===== src/rtl/chess_pkg.sv =====
// chess_pkg: piece encoding, material weights and the evaluator state type.
// Shared by the board evaluator and the piece move generators.
package chess_pkg;

   localparam int BOARD_WORDS = 64;
   localparam int BOARD_BYTES = 256;

   // Piece magnitudes; the sign of the 8-bit piece gives the colour.
   localparam logic [7:0] PC_PAWN   = 8'd1;
   localparam logic [7:0] PC_KNIGHT = 8'd2;
   localparam logic [7:0] PC_BISHOP = 8'd3;
   localparam logic [7:0] PC_ROOK   = 8'd4;
   localparam logic [7:0] PC_QUEEN  = 8'd5;
   localparam logic [7:0] PC_KING   = 8'd6;

   typedef enum logic [2:0] {
      ST_IDLE,
      ST_NEXT,
      ST_RD,
      ST_WT,
      ST_INC,
      ST_WR,
      ST_DONE
   } eval_state_t;

   // Material weight of a piece magnitude; unknown magnitudes weigh nothing.
   function automatic logic [15:0] material_weight(input logic [7:0]  mag,
                                                   input logic [15:0] king_w);
      logic [15:0] w;
      case (mag)
         PC_PAWN:              w = 16'd1;
         PC_KNIGHT, PC_BISHOP: w = 16'd3;
         PC_ROOK:              w = 16'd5;
         PC_QUEEN:             w = 16'd9;
         PC_KING:              w = king_w;
         default:              w = 16'd0;
      endcase
      return w;
   endfunction

endpackage


===== src/rtl/piece_weight.sv =====
// piece_weight: signed score contribution of one square.
// With BOARD_EVAL_CENTER_EN defined, any nonzero piece on d4/e4/d5/e5 adds
// its sign (+1 white, -1 black) on top of the material weight.
module piece_weight
   import chess_pkg::*;
#(
   parameter int KING_WEIGHT = 200
) (
   input  logic signed [7:0]  i_piece,
`ifdef BOARD_EVAL_CENTER_EN
   input  logic        [5:0]  i_square,
`endif
   output logic signed [15:0] o_contrib
);

   logic        [7:0]  w_mag;
   logic signed [15:0] w_weight;

   // -128 maps to magnitude 128, which weighs 0.
   assign w_mag    = i_piece[7] ? 8'(-i_piece) : 8'(i_piece);
   assign w_weight = signed'(material_weight(w_mag, 16'(KING_WEIGHT)));

   // Apply the piece colour to the weight, then the optional centre bonus.
   always_comb begin
      o_contrib = i_piece[7] ? -w_weight : w_weight;
`ifdef BOARD_EVAL_CENTER_EN
      if ((i_piece != 8'sd0) &&
          ((i_square[2:0] == 3'd3) || (i_square[2:0] == 3'd4)) &&
          ((i_square[5:3] == 3'd3) || (i_square[5:3] == 3'd4)))
         o_contrib = o_contrib + (i_piece[7] ? -16'sd1 : 16'sd1);
`endif
   end

endmodule


===== src/rtl/board_eval.sv =====
// board_eval: Avalon-MM board material evaluator.
// Reads each 64-square board from SDRAM, writes its signed score to the
// result array and tracks the best board for the side to move.
// Optional macro: BOARD_EVAL_CENTER_EN (centre-square bonus in piece_weight).
//
// state | meaning
// IDLE  | accept register writes / start, serve best-result reads
// NEXT  | all boards done -> DONE, else clear accumulator for board b
// RD    | issue square read, hold until accepted
// WT    | wait for read data, accumulate contribution
// INC   | advance square or finish board
// WR    | write board score, update best on acceptance
// DONE  | results ready; read of 0/1 or any write returns to IDLE
module board_eval
   import chess_pkg::*;
#(
   parameter int MAX_BOARDS  = 32,
   parameter int KING_WEIGHT = 200
) (
   input  logic        clk,
   input  logic        rst_n,
   output logic        slave_waitrequest,
   input  logic [3:0]  slave_address,
   input  logic        slave_read,
   output logic [31:0] slave_readdata,
   input  logic        slave_write,
   input  logic [31:0] slave_writedata,
   input  logic        master_waitrequest,
   output logic [31:0] master_address,
   output logic        master_read,
   input  logic [31:0] master_readdata,
   input  logic        master_readdatavalid,
   output logic        master_write,
   output logic [31:0] master_writedata
);

   localparam int         BW      = $clog2(MAX_BOARDS + 1);
   localparam logic [5:0] LAST_SQ = 6'(BOARD_WORDS - 1);

   eval_state_t        r_state;
   logic [31:0]        r_board_base;
   logic [31:0]        r_result_base;
   logic [BW-1:0]      r_count;
   logic               r_side;
   logic [BW-1:0]      r_b;
   logic [5:0]         r_sq;
   logic signed [15:0] r_acc;
   logic [31:0]        r_addr;
   logic [31:0]        r_wdata;
   logic [31:0]        r_best_index;
   logic [31:0]        r_best_score;

   logic signed [7:0]  w_piece;
   logic signed [15:0] w_contrib;
   logic               w_better;
   logic               w_idle_or_done;
   logic               w_unused_rdata;

   assign w_piece        = signed'(master_readdata[7:0]);
   assign w_unused_rdata = ^master_readdata[31:8];

   piece_weight #(
      .KING_WEIGHT(KING_WEIGHT)
   ) u_piece_weight (
      .i_piece  (w_piece),
`ifdef BOARD_EVAL_CENTER_EN
      .i_square (r_sq),
`endif
      .o_contrib(w_contrib)
   );

   // First board always wins so the sentinel never survives a nonzero count.
   assign w_better = (r_b == '0) ||
                     (r_side ? ($signed(r_wdata) < $signed(r_best_score))
                             : ($signed(r_wdata) > $signed(r_best_score)));

   assign w_idle_or_done   = (r_state == ST_IDLE) || (r_state == ST_DONE);
   assign slave_waitrequest = (slave_read || slave_write) && !w_idle_or_done;
   assign master_read       = (r_state == ST_RD);
   assign master_write      = (r_state == ST_WR);
   assign master_address    = r_addr;
   assign master_writedata  = r_wdata;

   // Register read mux; only meaningful while idle or done.
   always_comb begin
      slave_readdata = 32'd0;
      if (w_idle_or_done) begin
         case (slave_address)
            4'd0:    slave_readdata = r_best_index;
            4'd1:    slave_readdata = r_best_score;
            default: slave_readdata = 32'd0;
         endcase
      end
   end

   // Control FSM with configuration, scan and best-board registers.
   always_ff @(posedge clk) begin
      if (!rst_n) begin
         r_state       <= ST_IDLE;
         r_board_base  <= 32'd0;
         r_result_base <= 32'd0;
         r_count       <= '0;
         r_side        <= 1'b0;
         r_b           <= '0;
         r_sq          <= 6'd0;
         r_acc         <= 16'sd0;
         r_addr        <= 32'hFFFF_FFFF;
         r_wdata       <= 32'd0;
         r_best_index  <= 32'd0;
         r_best_score  <= 32'd0;
      end else begin
         case (r_state)
            ST_IDLE: begin
               if (slave_write) begin
                  case (slave_address)
                     4'd0: begin
                        r_b          <= '0;
                        r_best_index <= 32'hFFFF_FFFF;
                        r_best_score <= 32'h8000_0000;
                        r_state      <= ST_NEXT;
                     end
                     4'd1: r_board_base <= slave_writedata;
                     4'd2: r_count <= (slave_writedata > 32'(MAX_BOARDS)) ?
                                      BW'(MAX_BOARDS) : slave_writedata[BW-1:0];
                     4'd3: r_result_base <= slave_writedata;
                     4'd4: r_side <= slave_writedata[0];
                     default: ;
                  endcase
               end
            end
            ST_NEXT: begin
               if (r_b == r_count) begin
                  r_state <= ST_DONE;
               end else begin
                  r_acc   <= 16'sd0;
                  r_sq    <= 6'd0;
                  r_addr  <= r_board_base + 32'(r_b) * 32'(BOARD_BYTES);
                  r_state <= ST_RD;
               end
            end
            ST_RD: begin
               if (!master_waitrequest)
                  r_state <= ST_WT;
            end
            ST_WT: begin
               if (master_readdatavalid) begin
                  r_acc   <= r_acc + w_contrib;
                  r_state <= ST_INC;
               end
            end
            ST_INC: begin
               if (r_sq == LAST_SQ) begin
                  r_addr  <= r_result_base + (32'(r_b) << 2);
                  r_wdata <= {{16{r_acc[15]}}, r_acc};
                  r_state <= ST_WR;
               end else begin
                  r_sq    <= r_sq + 6'd1;
                  r_addr  <= r_addr + 32'd4;
                  r_state <= ST_RD;
               end
            end
            ST_WR: begin
               if (!master_waitrequest) begin
                  if (w_better) begin
                     r_best_index <= 32'(r_b);
                     r_best_score <= r_wdata;
                  end
                  r_b     <= r_b + 1'b1;
                  r_state <= ST_NEXT;
               end
            end
            ST_DONE: begin
               if (slave_write)
                  r_state <= ST_IDLE;
               else if (slave_read && (slave_address <= 4'd1))
                  r_state <= ST_IDLE;
            end
            default: r_state <= ST_IDLE;
         endcase
      end
   end

endmodule


===== config.mk =====
export PLATFORM = sky130hd
export DESIGN_NAME = board_eval
export DESIGN_NICKNAME = d
export VERILOG_FILES = /design/src/rtl/chess_pkg.sv /design/src/rtl/piece_weight.sv /design/src/rtl/board_eval.sv
export SDC_FILE = /design/constraint.sdc
export NUM_CORES = 1
export LEC_CHECK = 0
export ABC_CLOCK_PERIOD_IN_PS = 9400
export CAP_MARGIN = 40
export CORE_ASPECT_RATIO = 1.25
export CORE_MARGIN = 2
export CORE_UTILIZATION = 40
export DETAILED_ROUTE_END_ITERATION = 16
export GPL_ROUTABILITY_DRIVEN = 0
export GPL_TIMING_DRIVEN = 1
export PLACE_DENSITY = 0.73
export REMOVE_ABC_BUFFERS = 1
export SLEW_MARGIN = 20
export SYNTH_ARGS = -nofsm -noshare
export SYNTH_HDL_FRONTEND = slang
export SYNTH_HIERARCHICAL = 1
export SYNTH_SLANG_ARGS = --single-unit

===== constraint.sdc =====
create_clock -name clk -period 9.4 [get_ports clk]
set_input_delay 1.88 -clock clk [delete_from_list [all_inputs] [get_ports clk]]
set_output_delay 1.88 -clock clk [all_outputs]
set_load 0.02 [all_outputs]

* Word-level counts from Yosys, hierarchy flattened
Index checks and enable logic that the tools add are counted.
** Storage, ports and cells
- Flip-flop bits (word level) :: 214
- Input bits :: 74
- Output and inout bits :: 99
- Word-level logic and storage cells :: 115
** Cells by class
- $add $sub $neg :: 8
- Order comparisons :: 4
- Equality and inequality tests :: 27
- Mux-type cells :: 40
- Reduce and logical (&&, ||, !) cells :: 24
** Operators with widths (number)
- 2-to-1 mux 32 bit :: 11
- case mux 32 bit (2 select lines) :: 4
- 2-to-1 mux 16 bit :: 3
- case mux 8 bit (5 select lines) :: 1
- 2-to-1 mux 6 bit :: 6
- adder 32 x 14 -> 32 bit :: 1
- adder 32 x 3 -> 32 bit, second input constant :: 1
- adder 32 x 8 -> 32 bit :: 1
- > comparator 16 x 32 -> 1 bit :: 1
- > comparator 32 x 6 -> 1 bit, second input constant :: 1
- less-than comparator 16 x 32 -> 1 bit :: 1
- case mux 16 bit (2 select lines) :: 1
- 2-to-1 mux 3 bit :: 9
- == test 8 x 3 -> 1 bit, second input constant :: 3
- case mux 6 bit (2 select lines) :: 2
- case mux 3 bit (7 select lines) :: 1
- AND reduction 3 bit :: 6
- adder 16 bit :: 1
- == test 8 x 2 -> 1 bit, second input constant :: 2
- negation 8 -> 16 bit :: 1
- adder 6 x 1 -> 6 bit, second input constant :: 2
- inequality test 2 bit, second input constant :: 6
- == test 3 bit, second input constant :: 3
- == test 4 x 2 -> 1 bit, second input constant :: 2
- other kinds (25) :: 33

* Logic depth before layout (Yosys ltp)
- Depth in word-level cells :: 10
- Mapped depth :: 20
- Mapped depth without buffers :: 20

* Cells and area by module
Netlist, hierarchy kept.
** Modules (own cells, without submodules)
- board_eval :: times used 1, cells an instance 1356, area each 10451.3 sq um
- piece_weight :: times used 1, cells an instance 71, area each 516.7 sq um

* Worst setup path before layout
No wires, ideal clock.
- Path kind :: input-to-reg
- Start point :: in master_readdata[3]
- End point :: reg r_acc[12]
- Library setup time :: 0.117 ns
- Arrival :: 5.765 ns
- Data required time :: 9.283 ns
- Slack :: 3.518 ns
- Cell stages on the path :: 17
- Buffers on the path :: 1
- Cells stage by stage :: buf_2 or3_1 a2111o_1 a221oi_4 a31oi_1 o21a_1 ha_1 a32o_1 fa_1 a21oi_1 o21ai_1 a2111oi_2 o31ai_1 o21a_1 nor2_1 xnor2_1 a32o_1
** On the way
- Word-level cells in the longest chain between the ends :: 10
- Elaborated cells between the ends (all ways) :: 15
- Classes of those cells :: add/sub: 3; eq/ne: 6; mux: 5; reduce/logical: 1
** RTL lines
- start, declared :: RTL line board_eval.sv:31 : input logic [31:0] master_readdata,
- negation 8 bit :: RTL line piece_weight.sv:20 : assign w_mag = i_piece[7] ? 8'(-i_piece) : 8'(i_piece);
- 2-to-1 mux 8 bit (*) :: RTL line piece_weight.sv:20
- == test 8 x 2 -> 1 bit :: RTL line chess_pkg.sv:30 : case (mag)
- OR reduction 2 bit :: RTL line chess_pkg.sv:30
- case mux 8 bit (5 select lines) (*) :: RTL line chess_pkg.sv:30
- negation 8 -> 16 bit :: RTL line piece_weight.sv:25 : o_contrib = i_piece[7] ? -w_weight : w_weight;
- 2-to-1 mux 16 bit (*) :: RTL line piece_weight.sv:25
- net w_contrib[1] :: RTL line board_eval.sv:54 : logic signed [15:0] w_contrib;
- adder 16 bit (*) :: RTL line board_eval.sv:147 : r_acc <= r_acc + w_contrib;
- 2-to-1 mux 16 bit (*) :: RTL line board_eval.sv:146 : if (master_readdatavalid) begin
- case mux 16 bit (2 select lines) (*) :: RTL line board_eval.sv:112 : case (r_state)
- end signal, assigned :: RTL line board_eval.sv:147
- end, declared :: RTL line board_eval.sv:47 : logic signed [15:0] r_acc;
Mark *: on every way through the listed nets, which the timed path passes. The rest lies on a longest branch. The select of a mux whose other input is x is not followed.
A chain may end at the register's enable or synchronous reset.

* Worst setup path in the final report
- Start point :: in master_readdata[0]
- End point :: reg r_acc[12]
Same word-level chain as after synthesis.

==> results.cfg <==
[outcome]
status = finished, final reports clean

[synthesis]
synth_top_area_frac = 0.318
yosysMostFrequentCell = nand2_1
ys_seq_elements = 174
synth_edf_count = 0
ys_types = 84
synth_top_cells_by_count = nand2_1, dfxtp_1, a21oi_1
netlist.top_cell.by_area = dfxtp_1
postSynthAreaPerCell_um2 = 7.69
synth-main-ff-cell = dfxtp_1
seq_area_frac_synth = 0.318
syn_area_um2 = 11000
ys_top_cells_by_area = dfxtp_1, nand2_1, a21oi_1
async_flop_share = 0
syn_inst = 1427
synth_warnings = 6

[placement]
hpwl_mm = 23.1
dp_cells = 1824
io_buffers = 148

[grt]
grt_pass1_wl_mm = 52.6
gr-usage-all-layers = 0.225
grt_max_degree = 82
grt_pass1_vias = 10100
antenna_found_initial = 0
globalRouteOverflowTotal = 0

[setup_path]
crit_fanout = 16
critPathCaptureType = flip-flop
worstPathArrival_ns = 7.19
critical_path_class = in -> reg
critPathRequiredTime_ns = 9.72
worstSetupStartpointType = input port

[routing]
ant_nets = 0
drt-total-wl_mm = 33.2
drt_iter0_drc = 836
via_per_inst = 5.74
routedWlPerCell_um = 17.9
post-route-drc-count = 0
vias = 10700
dr.pass1.iters = 5

[power_and_ir_drop]
leakagePower_nw = 4.90
p_per_area_nw_per_um2 = 134
ir_drop_uv = 85.2
total_power_mw = 1.75

[sta]
fin_crit_sh = 0.731
finalCriticalPeriod_ns = 6.87
fin_worst_skew_ns = 0.0153
fmax_mhz = 146
finalSetupViolations = 0
rsz0062_at_grt = false
worst_pin_slew_ns = 0.849
hold_slack_ns = 0.460
slew_violations = 0
slew_headroom = 0.434
tns_ns = 0
hold_violations = 0

[floorplan]
die_y_um = 189
start_util = 0.408
row_count = 67
num_io_pins = 173
dieArea_um2 = 28800
die_w_um = 152
core_um2 = 26900

[clocking]
clk_path_buf_depth = 2
cts_max_level = 4
clk_pin_slew_ns = 0.08
hold_buffers = 0
cts_sinks = 174
cts_resized = 0
clkLatencyLatePin_ns = 0.44
clockRootBuffer = clkbuf_16
post_cts.repair.setup_buffers = 0
tritoncts = built
cts_buffers = 17

[cells_and_area]
antenna_cells = 0
fillers = 2563
final_nets = 1629
area_growth_pct = 19.2
drive_above_1_share = 0.0589
fin_cells = 1857

[job]
cap_viol_max_count = 0

[worst_hold_path]
min_path_type = reg -> reg
[state kept, by name, indices dropped and copies added, names as in the netlist]
signal	flops
r_acc	16
master_writedata	16
master_address	32
r_b	6
r_count	6
r_sq	6
r_board_base	32
r_state	3
r_side	1
r_best_score	17
r_best_index	7
r_result_base	32
[worst max-delay path, stage by stage]
cell             delay [ns]
clkdlybuf4s50_1        0.70
inv_1                  0.25
ha_1                   0.27
nor3b_1                0.28
nand4b_1               0.29
a221oi_4               0.47
a31oi_1                0.11
o21a_1                 0.22
ha_1                   0.29
a32o_1                 0.26
fa_1                   0.44
a21oi_1                0.21
o21ai_1                0.13
a2111oi_2              0.49
o31ai_1                0.20
o21a_1                 0.21
nor2_1                 0.14
xnor2_1                0.09
a32o_1                 0.26
[power by group]
part	switching, mW	internal (mW)
sequential	0.0181	0.748
combinational	0.157	0.111
clock	0.308	0.407
total	0.483	1.27
[cells by family after synthesis]
group,Yosys count,share of synthesized area
AND/OR/NAND/NOR,561,0.238
AO/OA/AOI/OAI,371,0.225
flip-flops,174,0.318
buffers and inverters,162,0.0695
XOR/XNOR,90,0.0726
adder cells (fa/ha/maj),55,0.0648
multiplexers,14,0.0128
[per-stage QoR]
stage	cell area (um2)	setup WS, ns	utilization
after global placement	12400	2.29	0.461
after floorplan	10400	0.383	-
after CTS	13000	2.30	0.485
after detailed placement	12500	2.15	0.463
after global routing	13100	2.12	0.486
final	13100	2.53	0.486
[final timing paths]
path,start,endpoint,slack (ns),cells after the start
hold reg to reg,r_board_base[3],r_board_base[3],0.46,2
setup reg to reg,master_writedata[15],r_best_index[5],6.21,8
hold / removal,r_board_base[3],r_board_base[3],0.46,2
setup / recovery,master_readdata[0],r_acc[12],2.53,19
[layer usage]
metal,up-vias,part of all wire,GRT usage,wire length [um]
met1,5071,0.42,0.279,13900
met3,67,0.056,0.0364,1860
met5,-,0,0,0
met4,0,0.030,0.0895,985
met2,366,0.49,0.391,16400
li1,5163,-,-,-
[cells in the final DEF (no fill, tap or decap), drive strengths merged, types with 13 or more instances in the layout]
cell type,synthesis,layout
nor2,114,114
ha,52,52
nand3,46,46
a21o,13,13
o21ai,54,54
nand4,26,26
nor3,22,22
nand2,266,266
xnor2,54,54
a22oi,18,18
dfxtp,174,174
clkdlybuf4s50,0,147
a21oi,142,142
a211oi,22,22
o211ai,16,16
buf,51,20
and3,16,16
o32ai,18,18
inv,48,50
nor4,14,14
nor2b,14,14
mux2i,14,14
xor2,36,36
clkbuf,62,20
o21a,15,15
[layout make-up]
cell class | count | area, um2 | area share
tap | 345 | 432 | 0.0330
timing repair buffer | 167 | 1650 | 0.126
inverter | 49 | 185 | 0.0142
clock buffer | 20 | 457 | 0.0349
multi-input combinational | 1091 | 6730 | 0.515
sequential | 174 | 3480 | 0.266
clock inverter | 11 | 133 | 0.0101
No activity file was read; power rests on OpenSTA's default activity.
